`config.mk`:
```
export PLATFORM = sky130hd
export DESIGN_NAME = control_sequencer_flat
export DESIGN_NICKNAME = d
export VERILOG_FILES = /design/src/rtl/control_sequencer_if.sv /design/src/rtl/control_sequencer.sv /design/src/flat_wrapper.sv
export SDC_FILE = /design/constraint.sdc
export NUM_CORES = 1
export LEC_CHECK = 0
export ABC_AREA = 1
export ABC_CLOCK_PERIOD_IN_PS = 900
export CORE_MARGIN = 5
export CORE_UTILIZATION = 31
export CTS_CLUSTER_SIZE = 20
export DETAILED_ROUTE_END_ITERATION = 10
export GPL_ROUTABILITY_DRIVEN = 0
export PLACE_DENSITY = 0.72
export SLEW_MARGIN = 20
export SYNTH_ARGS = -nofsm -noshare
export SYNTH_HDL_FRONTEND = slang
export SYNTH_SLANG_ARGS = --single-unit
```
`constraint.sdc`:
```
create_clock -name clk -period 0.9 [get_ports clk]
set_input_delay 0.09 -clock clk [delete_from_list [all_inputs] [get_ports clk]]
set_output_delay 0.09 -clock clk [all_outputs]
set_load 0.02 [all_outputs]
```
`src/rtl/control_sequencer_if.sv`:
```
// Control bundle between the sequencer and the datapath of the 8-bit bus computer.
//   opcode, carry_flag, zero_flag : datapath -> sequencer (IR upper nibble, latched flags)
//   step                          : sequencer -> datapath (current microstep, visibility only)
//   pc_* / mar_load / ram_* / ir_* / load_a / write_a / load_b / write_alu /
//   enable_sub / flag_load / out_load : sequencer -> datapath strobes
//   halt                          : sequencer stopped
interface control_sequencer_if;
  logic [3:0] opcode;
  logic       carry_flag;
  logic       zero_flag;
  logic [2:0] step;
  logic       pc_write;
  logic       pc_inc;
  logic       pc_load;
  logic       mar_load;
  logic       ram_write;
  logic       ram_load;
  logic       ir_load;
  logic       ir_write;
  logic       load_a;
  logic       write_a;
  logic       load_b;
  logic       write_alu;
  logic       enable_sub;
  logic       flag_load;
  logic       out_load;
  logic       halt;

  modport master (
    input  opcode, carry_flag, zero_flag,
    output step, pc_write, pc_inc, pc_load, mar_load, ram_write, ram_load, ir_load, ir_write,
           load_a, write_a, load_b, write_alu, enable_sub, flag_load, out_load, halt
  );

  modport slave (
    output opcode, carry_flag, zero_flag,
    input  step, pc_write, pc_inc, pc_load, mar_load, ram_write, ram_load, ir_load, ir_write,
           load_a, write_a, load_b, write_alu, enable_sub, flag_load, out_load, halt
  );
endinterface

```
`src/rtl/control_sequencer.sv`:
```
// Microcoded control unit: steps a fixed five-state fetch/execute cycle and decodes the
// opcode into every bus-drive and register-load strobe of the 8-bit bus computer.
// Ports:
//   clk   : system clock, all state changes on the rising edge
//   clear : synchronous active-high reset
//   bus   : control_sequencer_if master modport (opcode/flags in, step/strobes/halt out)
module control_sequencer (
  input logic                  clk,
  input logic                  clear,
  control_sequencer_if.master  bus
);

  typedef enum logic [2:0] {StT0, StT1, StT2, StT3, StT4} step_e;

  step_e step_q;
  logic  halted_q;

  always_ff @(posedge clk) begin
    if (clear) begin
      step_q   <= StT0;
      halted_q <= 1'b0;
    end else if (!halted_q) begin
      // HLT takes effect at the edge closing T2, so the frozen step reads 3.
      if (step_q == StT2 && bus.opcode == 4'hF) begin
        halted_q <= 1'b1;
      end
      unique case (step_q)
        StT0:    step_q <= StT1;
        StT1:    step_q <= StT2;
        StT2:    step_q <= StT3;
        StT3:    step_q <= StT4;
        default: step_q <= StT0;
      endcase
    end
  end

  assign bus.step = clear ? 3'd0 : step_q;
  assign bus.halt = halted_q & ~clear;

  always_comb begin
    bus.pc_write   = 1'b0;
    bus.pc_inc     = 1'b0;
    bus.pc_load    = 1'b0;
    bus.mar_load   = 1'b0;
    bus.ram_write  = 1'b0;
    bus.ram_load   = 1'b0;
    bus.ir_load    = 1'b0;
    bus.ir_write   = 1'b0;
    bus.load_a     = 1'b0;
    bus.write_a    = 1'b0;
    bus.load_b     = 1'b0;
    bus.write_alu  = 1'b0;
    bus.enable_sub = 1'b0;
    bus.flag_load  = 1'b0;
    bus.out_load   = 1'b0;
    if (!clear && !halted_q) begin
      unique case (step_q)
        StT0: begin
          bus.pc_write = 1'b1;
          bus.mar_load = 1'b1;
        end
        StT1: begin
          bus.ram_write = 1'b1;
          bus.ir_load   = 1'b1;
          bus.pc_inc    = 1'b1;
        end
        StT2: begin
          case (bus.opcode)
            4'h1, 4'h2, 4'h3, 4'h4: begin
              bus.ir_write = 1'b1;
              bus.mar_load = 1'b1;
            end
            4'h5: begin
              bus.ir_write = 1'b1;
              bus.load_a   = 1'b1;
            end
            4'h6: begin
              bus.ir_write = 1'b1;
              bus.pc_load  = 1'b1;
            end
            4'h7: begin
              bus.ir_write = 1'b1;
              bus.pc_load  = bus.carry_flag;
            end
            4'h8: begin
              bus.ir_write = 1'b1;
              bus.pc_load  = bus.zero_flag;
            end
            4'hE: begin
              bus.write_a  = 1'b1;
              bus.out_load = 1'b1;
            end
            default: ;
          endcase
        end
        StT3: begin
          case (bus.opcode)
            4'h1: begin
              bus.ram_write = 1'b1;
              bus.load_a    = 1'b1;
            end
            4'h2, 4'h3: begin
              bus.ram_write = 1'b1;
              bus.load_b    = 1'b1;
            end
            4'h4: begin
              bus.write_a  = 1'b1;
              bus.ram_load = 1'b1;
            end
            default: ;
          endcase
        end
        StT4: begin
          if (bus.opcode == 4'h2 || bus.opcode == 4'h3) begin
            bus.write_alu  = 1'b1;
            bus.load_a     = 1'b1;
            bus.flag_load  = 1'b1;
            bus.enable_sub = (bus.opcode == 4'h3);
          end
        end
        default: ;
      endcase
    end
  end

endmodule
```
`src/flat_wrapper.sv`:
```
// flat-port wrapper written by rule: the top's interface ports become plain ports
module control_sequencer_flat 
  (clk, clear, bus_opcode, bus_carry_flag, bus_zero_flag, bus_step, bus_pc_write, bus_pc_inc, bus_pc_load, bus_mar_load, bus_ram_write, bus_ram_load, bus_ir_load, bus_ir_write, bus_load_a, bus_write_a, bus_load_b, bus_write_alu, bus_enable_sub, bus_flag_load, bus_out_load, bus_halt);
  control_sequencer_if bus_i ();
  input logic clk;
  input logic clear;
  input wire logic [$bits(bus_i.opcode)-1:0] bus_opcode;
  input wire logic [$bits(bus_i.carry_flag)-1:0] bus_carry_flag;
  input wire logic [$bits(bus_i.zero_flag)-1:0] bus_zero_flag;
  output wire logic [$bits(bus_i.step)-1:0] bus_step;
  output wire logic [$bits(bus_i.pc_write)-1:0] bus_pc_write;
  output wire logic [$bits(bus_i.pc_inc)-1:0] bus_pc_inc;
  output wire logic [$bits(bus_i.pc_load)-1:0] bus_pc_load;
  output wire logic [$bits(bus_i.mar_load)-1:0] bus_mar_load;
  output wire logic [$bits(bus_i.ram_write)-1:0] bus_ram_write;
  output wire logic [$bits(bus_i.ram_load)-1:0] bus_ram_load;
  output wire logic [$bits(bus_i.ir_load)-1:0] bus_ir_load;
  output wire logic [$bits(bus_i.ir_write)-1:0] bus_ir_write;
  output wire logic [$bits(bus_i.load_a)-1:0] bus_load_a;
  output wire logic [$bits(bus_i.write_a)-1:0] bus_write_a;
  output wire logic [$bits(bus_i.load_b)-1:0] bus_load_b;
  output wire logic [$bits(bus_i.write_alu)-1:0] bus_write_alu;
  output wire logic [$bits(bus_i.enable_sub)-1:0] bus_enable_sub;
  output wire logic [$bits(bus_i.flag_load)-1:0] bus_flag_load;
  output wire logic [$bits(bus_i.out_load)-1:0] bus_out_load;
  output wire logic [$bits(bus_i.halt)-1:0] bus_halt;
  assign bus_i.opcode = bus_opcode;
  assign bus_i.carry_flag = bus_carry_flag;
  assign bus_i.zero_flag = bus_zero_flag;
  assign bus_step = bus_i.step;
  assign bus_pc_write = bus_i.pc_write;
  assign bus_pc_inc = bus_i.pc_inc;
  assign bus_pc_load = bus_i.pc_load;
  assign bus_mar_load = bus_i.mar_load;
  assign bus_ram_write = bus_i.ram_write;
  assign bus_ram_load = bus_i.ram_load;
  assign bus_ir_load = bus_i.ir_load;
  assign bus_ir_write = bus_i.ir_write;
  assign bus_load_a = bus_i.load_a;
  assign bus_write_a = bus_i.write_a;
  assign bus_load_b = bus_i.load_b;
  assign bus_write_alu = bus_i.write_alu;
  assign bus_enable_sub = bus_i.enable_sub;
  assign bus_flag_load = bus_i.flag_load;
  assign bus_out_load = bus_i.out_load;
  assign bus_halt = bus_i.halt;
  control_sequencer u_core (.clk(clk), .clear(clear), .bus(bus_i));
endmodule
```
=== After elaboration in Yosys (flattened, before gate mapping) ===
Index checks and enable logic that the tools add are counted.

* Flip-flop bits (word level): 4
* Bits in latches: 0
* RAM bits: 0
* ROM bits: 0
* Input bits: 8
* Memories kept: 0

* Add/sub/neg operators: 0
* $mul: 0
* Div/mod/pow operators: 0
* Magnitude comparators: 0
* Equality and inequality tests: 14
* Shift operators: 0
* Mux-type cells: 41
* Bitwise gates (word level): 2
* Reduce and logical (&&, ||, !) cells: 10

{| class="wikitable"
|+ Operators with widths
! cell !! count
|-
| 2-to-1 mux 1 bit || 34
|-
| == test 4 x 3 -> 1 bit (second input constant) || 4
|-
| == test 4 bit (second input constant) || 3
|-
| one-hot mux 3 bit (4 select lines) || 1
|-
| == test 4 x 2 -> 1 bit (second input constant) || 2
|-
| OR reduction 8 bit || 1
|-
| == test 3 x 2 -> 1 bit (second input constant) || 2
|-
| one-hot mux 1 bit (2 select lines) || 3
|-
| one-hot mux 1 bit (3 select lines) || 2
|-
| == test 4 x 1 -> 1 bit (second input constant) || 1
|-
| OR reduction 4 bit || 1
|-
| == test 3 x 1 -> 1 bit (second input constant) || 1
|-
| == test 3 bit (second input constant) || 1
|-
| zero test 3 bit || 1
|-
| 2-to-1 mux 3 bit || 1
|-
| OR reduction 3 bit || 1
|-
| logical AND 1 bit || 2
|-
| zero test 1 bit || 2
|-
| OR reduction 2 bit || 1
|-
| bitwise AND 1 bit || 1
|-
| logical OR 1 bit || 1
|-
| inverter 1 bit || 1
|}

=== Longest topological paths before layout ===
Gate-level depths: netlist of the first run.

* Depth after elaboration: 5
* Gate-level depth with buffers: 7

=== Worst setup path before layout of the first run ===
OpenSTA, ideal clock, no wires.

* Kind: register -> output
* Start point: reg u_core.step_q[0]
* End point: out bus_write_alu
* Arrival time: 1.204 ns
* Required time: 0.810 ns
* Slack: -0.394 ns
* Cell stages (with the launch flop): 7
* Path buffers: 1
* Cell sequence: dfxtp_1 inv_2 nand2_1 nor2_1 nand2_1 nor2_1 buf_4

* Longest elaborated chain between the ends: 3

{| class="wikitable"
|+ Ends and longest elaborated chain
! element !! line !! text
|-
| from (decl) || control_sequencer.sv:15 || <nowiki>step_e step_q;</nowiki>
|-
| from (signal assigned) || control_sequencer.sv:20 || <nowiki>step_q <= StT0;</nowiki>
|-
| from (signal assigned) || control_sequencer.sv:28 || <nowiki>StT0: step_q <= StT1;</nowiki>
|-
| from (signal assigned) || control_sequencer.sv:29 || <nowiki>StT1: step_q <= StT2;</nowiki>
|-
| == test 3 bit || - ||
|-
| 2-to-1 mux 1 bit (2 in a row) || - ||
|-
| to (decl) || flat_wrapper.sv:22 || <nowiki>output wire logic [$bits(bus_i.write_alu)-1:0] bus_write_alu;</nowiki>
|}

No other way between the ends.

=== Final worst setup path of the first run ===
* Start point: reg u_core.step_q[2]
* End point: out bus_load_a

* Longest elaborated chain between the ends: 3

{| class="wikitable"
|+ Ends and longest elaborated chain
! element !! line !! text
|-
| == test 3 bit or == test 3 x 2 -> 1 bit (tied branches) || control_sequencer.sv:57 || <nowiki>unique case (step_q)</nowiki>
|-
| one-hot mux 1 bit (3 select lines) (*) || control_sequencer.sv:57 ||
|-
| 2-to-1 mux 1 bit (*) || control_sequencer.sv:56 || <nowiki>if (!clear && !halted_q) begin</nowiki>
|-
| to (decl) || flat_wrapper.sv:19 || <nowiki>output wire logic [$bits(bus_i.load_a)-1:0] bus_load_a;</nowiki>
|}

Mark *: on every way between the ends. The rest lies on a longest branch, timed or not.

==> run_results.csv, run 1 <==
group,metric,value,unit
outcome,status,"finished, violations left",
outcome,violations,"negative setup slack",
synth,netlist_area,438,sq um
sta,fin_ws,-0.514,ns
synth,synth_area_leaders,"nand2_1 (19%), dfxtp_1 (18%), nor2_1 (15%)",
die,rows,13,
die,die-area,0.00226,sq mm
clock_tree,clock_sinks,4,
synth,yosysTopAreaCell,"nand2_1",
worst_setup_path,cp-start-kind,"flip-flop",
finish,seq_area,92.6,sq um
finish,stdcell_area,0.00124,sq mm
finish,nets,158,
route,first_iter_violations,62,
die,die_h,47.6,microns
finish,multi_input_area,459,sq um
placement,dpl.hpwl,1.44,mm
clock_tree,clock_latency,0.24,ns
synth,synthTopCellsByCount,"nand2_1 (22), nor2_1 (17), inv_1 (12)",
route,ant_nets,0,
power_and_ir_drop,seqPwrFrac,21.2,%
die,dieWidth,47.6,microns
synth,async_flop_share,0,%
route,dr_total_vias,945,
synth,synth_most_common_cell,"nand2_1",
route,wl_per_cell,19.6,microns
synth,ys_ff_latch,4,
clock_tree,cts.hold.buffers_added,0,
sta,fmax,707,MHz
placement,post_dp_cell_area,988,sq um
sta,period_share,157,%
worst_setup_path,worstPathArrival,1.32,ns
route,viasPerCell,5.80,
sta,slew_viol_final,0,
route,wl,3.19,mm
sta,hold_viol,0,
synth,synth_area_per_cell,5.41,sq um
finish,num_antenna_cells,0,
finish,area_growth,183,%
global_route,grt_pass1_vias,924,
route,drt_first_pass_iters,4,
global_route,grt_overflow,0,
die,start_util,33.2,%
synth,ys_warn_count,0,
die,io_pins,27,
run,max_cap_violations,0,
worst_setup_path,critPathKind,"flip-flop to output port",
power_and_ir_drop,ir_drop,1160,uV
clock_tree,cts.reportedPaths.clkPinSlew,0.04,ns
finish,drive_above_1_share,71.6,%
synth,synth_edf_count,0,
synth,synth.net_count,89,
die,core,0.00132,sq mm
power_and_ir_drop,power_density,809,mW/mm^2
power_and_ir_drop,comb_power_share,55.4,%
route,drc_errors,0,
sta,slew-limit-headroom,77.0,%
synth,syn_inst,81,
sta,rsz0062_at_grt,"yes",
sta,fin_crit,1.41,ns
finish,nFillCells,43,
synth,synth_ff_type,"dfxtp_1",
global_route,grt_pass1_wl,4.07,mm
worst_setup_path,end_kind,"output port",
global_route,grt_usage,26.3,%
worst_setup_path,worst-path-max-fanout,6,
clock_tree,htreeDepth,1,
synth,synth_top_cell_area_share,18.9,%
power_and_ir_drop,clock_power_share,23.4,%
sta,tightest_slew,0.344,ns
power_and_ir_drop,netSwitchingFraction,40.2,%
placement,portBuffers,26,
power_and_ir_drop,switchingPower,0.403,mW
clock_tree,cts_buffers,3,
worst_setup_path,cp_data_required_time,0.81,ns
synth,synth_cell_types,19,
global_route,antenna_found_initial,0,
clock_tree,tritoncts,"yes",
synth,synth-seq-area-share,18.3,%
clock_tree,cts_root_buf,"clkbuf_4",
power_and_ir_drop,p_int,0.600,mW
worst_hold_path,hold_path.class,"input pin to flip-flop",
sta,setup_violations,23,
sta,fin_skew,0.00665,ns
clock_tree,cts_buffer_depth,2,
power_and_ir_drop,leakagePower,0.623,nW
global_route,grt_max_degree,7,
finish,final_util,94.1,%
## critical path: stages (launching register included)
cell and delay (ns):
dfxtp_4 0.38, inv_6 0.06, buf_6 0.11, nor2_4 0.15, nand2_1 0.09, nand3_2 0.08, nand2_2 0.06, inv_2 0.05
buf_6 0.10
## path summary, 6_finish.rpt
kind                         start          endpoint  slack (ns)  depth (start not counted)
setup / recovery  u_core.step_q[2]        bus_load_a       -0.51                          8
hold / removal               clear  u_core.step_q[0]        0.50                          4
hold reg to reg   u_core.step_q[0]  u_core.step_q[0]        0.55                          2
setup reg to reg   u_core.halted_q  u_core.step_q[1]       -0.38                          7
## area by class of cell
type	count	area share [%]
multi-input cells	62	37.0
inverters	13	4.94
clock buffers	3	1.82
flip-flops and latches	4	7.47
well taps	15	1.51
repair buffers	66	47.2
## flip-flops by register name (all words and copies together) (netlist names)
register         count
u_core.step_q        3
u_core.halted_q      1
## cell usage in the layout (no fill, tap or decap), types with 2 or more instances in the layout
cell / count
inv_6: 2
dfxtp_4: 3
nand2_1: 13
nand2_2: 5
buf_4: 38
nor2_2: 5
inv_2: 5
clkbuf_4: 3
inv_1: 5
buf_6: 21
nor3_4: 2
dlygate4sd2_1: 5
nand2_4: 4
nor2_4: 10
clkdlybuf4s50_1: 2
nand4_1: 2
nor2_1: 5
nand3_1: 6
## what timing repair did
action,4_1_cts,5_1_grt
endpoints found under the setup margin,23,23
setup buffers,9,4
gates resized for setup,143,16
pin swaps,10,10
## kinds of logic after synthesis
kind of cell / share of synthesized area, %
flip-flops: 18.3
AND/OR/NAND/NOR: 57.1
AO/OA/AOI/OAI: 10.0
buffers and inverters: 14.6
## metrics by stage
stage / setup TNS (ns) / total power [mW] / setup slack [ns] / hold slack, ns / cells
6_report: -8.74 / 1.00 / -0.514 / 0.498 / 163
5_1_grt: -9.69 / 1.04 / -0.573 / 0.499 / 163
4_1_cts: -7.55 / 0.909 / -0.467 / 0.376 / 159
3_5_place_dp: -18.51 / 0.608 / -1.10 / 0.539 / 148
3_3_place_gp: -17.98 / 0.601 / -1.04 / 0.518 / 148
2_1_floorplan: -1.83 / 0.388 / -0.220 / 0.253 / 81
## layer usage
metal,vias to the layer above,part of all wire (%),GRT usage (%)
met3,26,10,6.02
li1,392,-,-
met2,89,52,49.5
met1,438,33,24.9
met5,-,0,0
met4,0,5.0,17.7
## power by group through the flow
stage          clock network (mW)  logic (mW)  registers (mW)
5_1_grt                     0.248       0.583           0.212
2_1_floorplan                   0       0.178           0.210
6_report                    0.234       0.556           0.213
3_5_place_dp                    0       0.399           0.209
3_3_place_gp                    0       0.393           0.208
4_1_cts                     0.229       0.472           0.208
Power figures use the tool's default switching activity.
==> run 2, diff against run 1 <==
Settings changed: SLEW_MARGIN 20 to not set.
==> results of run 2 <==
Final layout, timing and power as in run 1 (identical DEF).
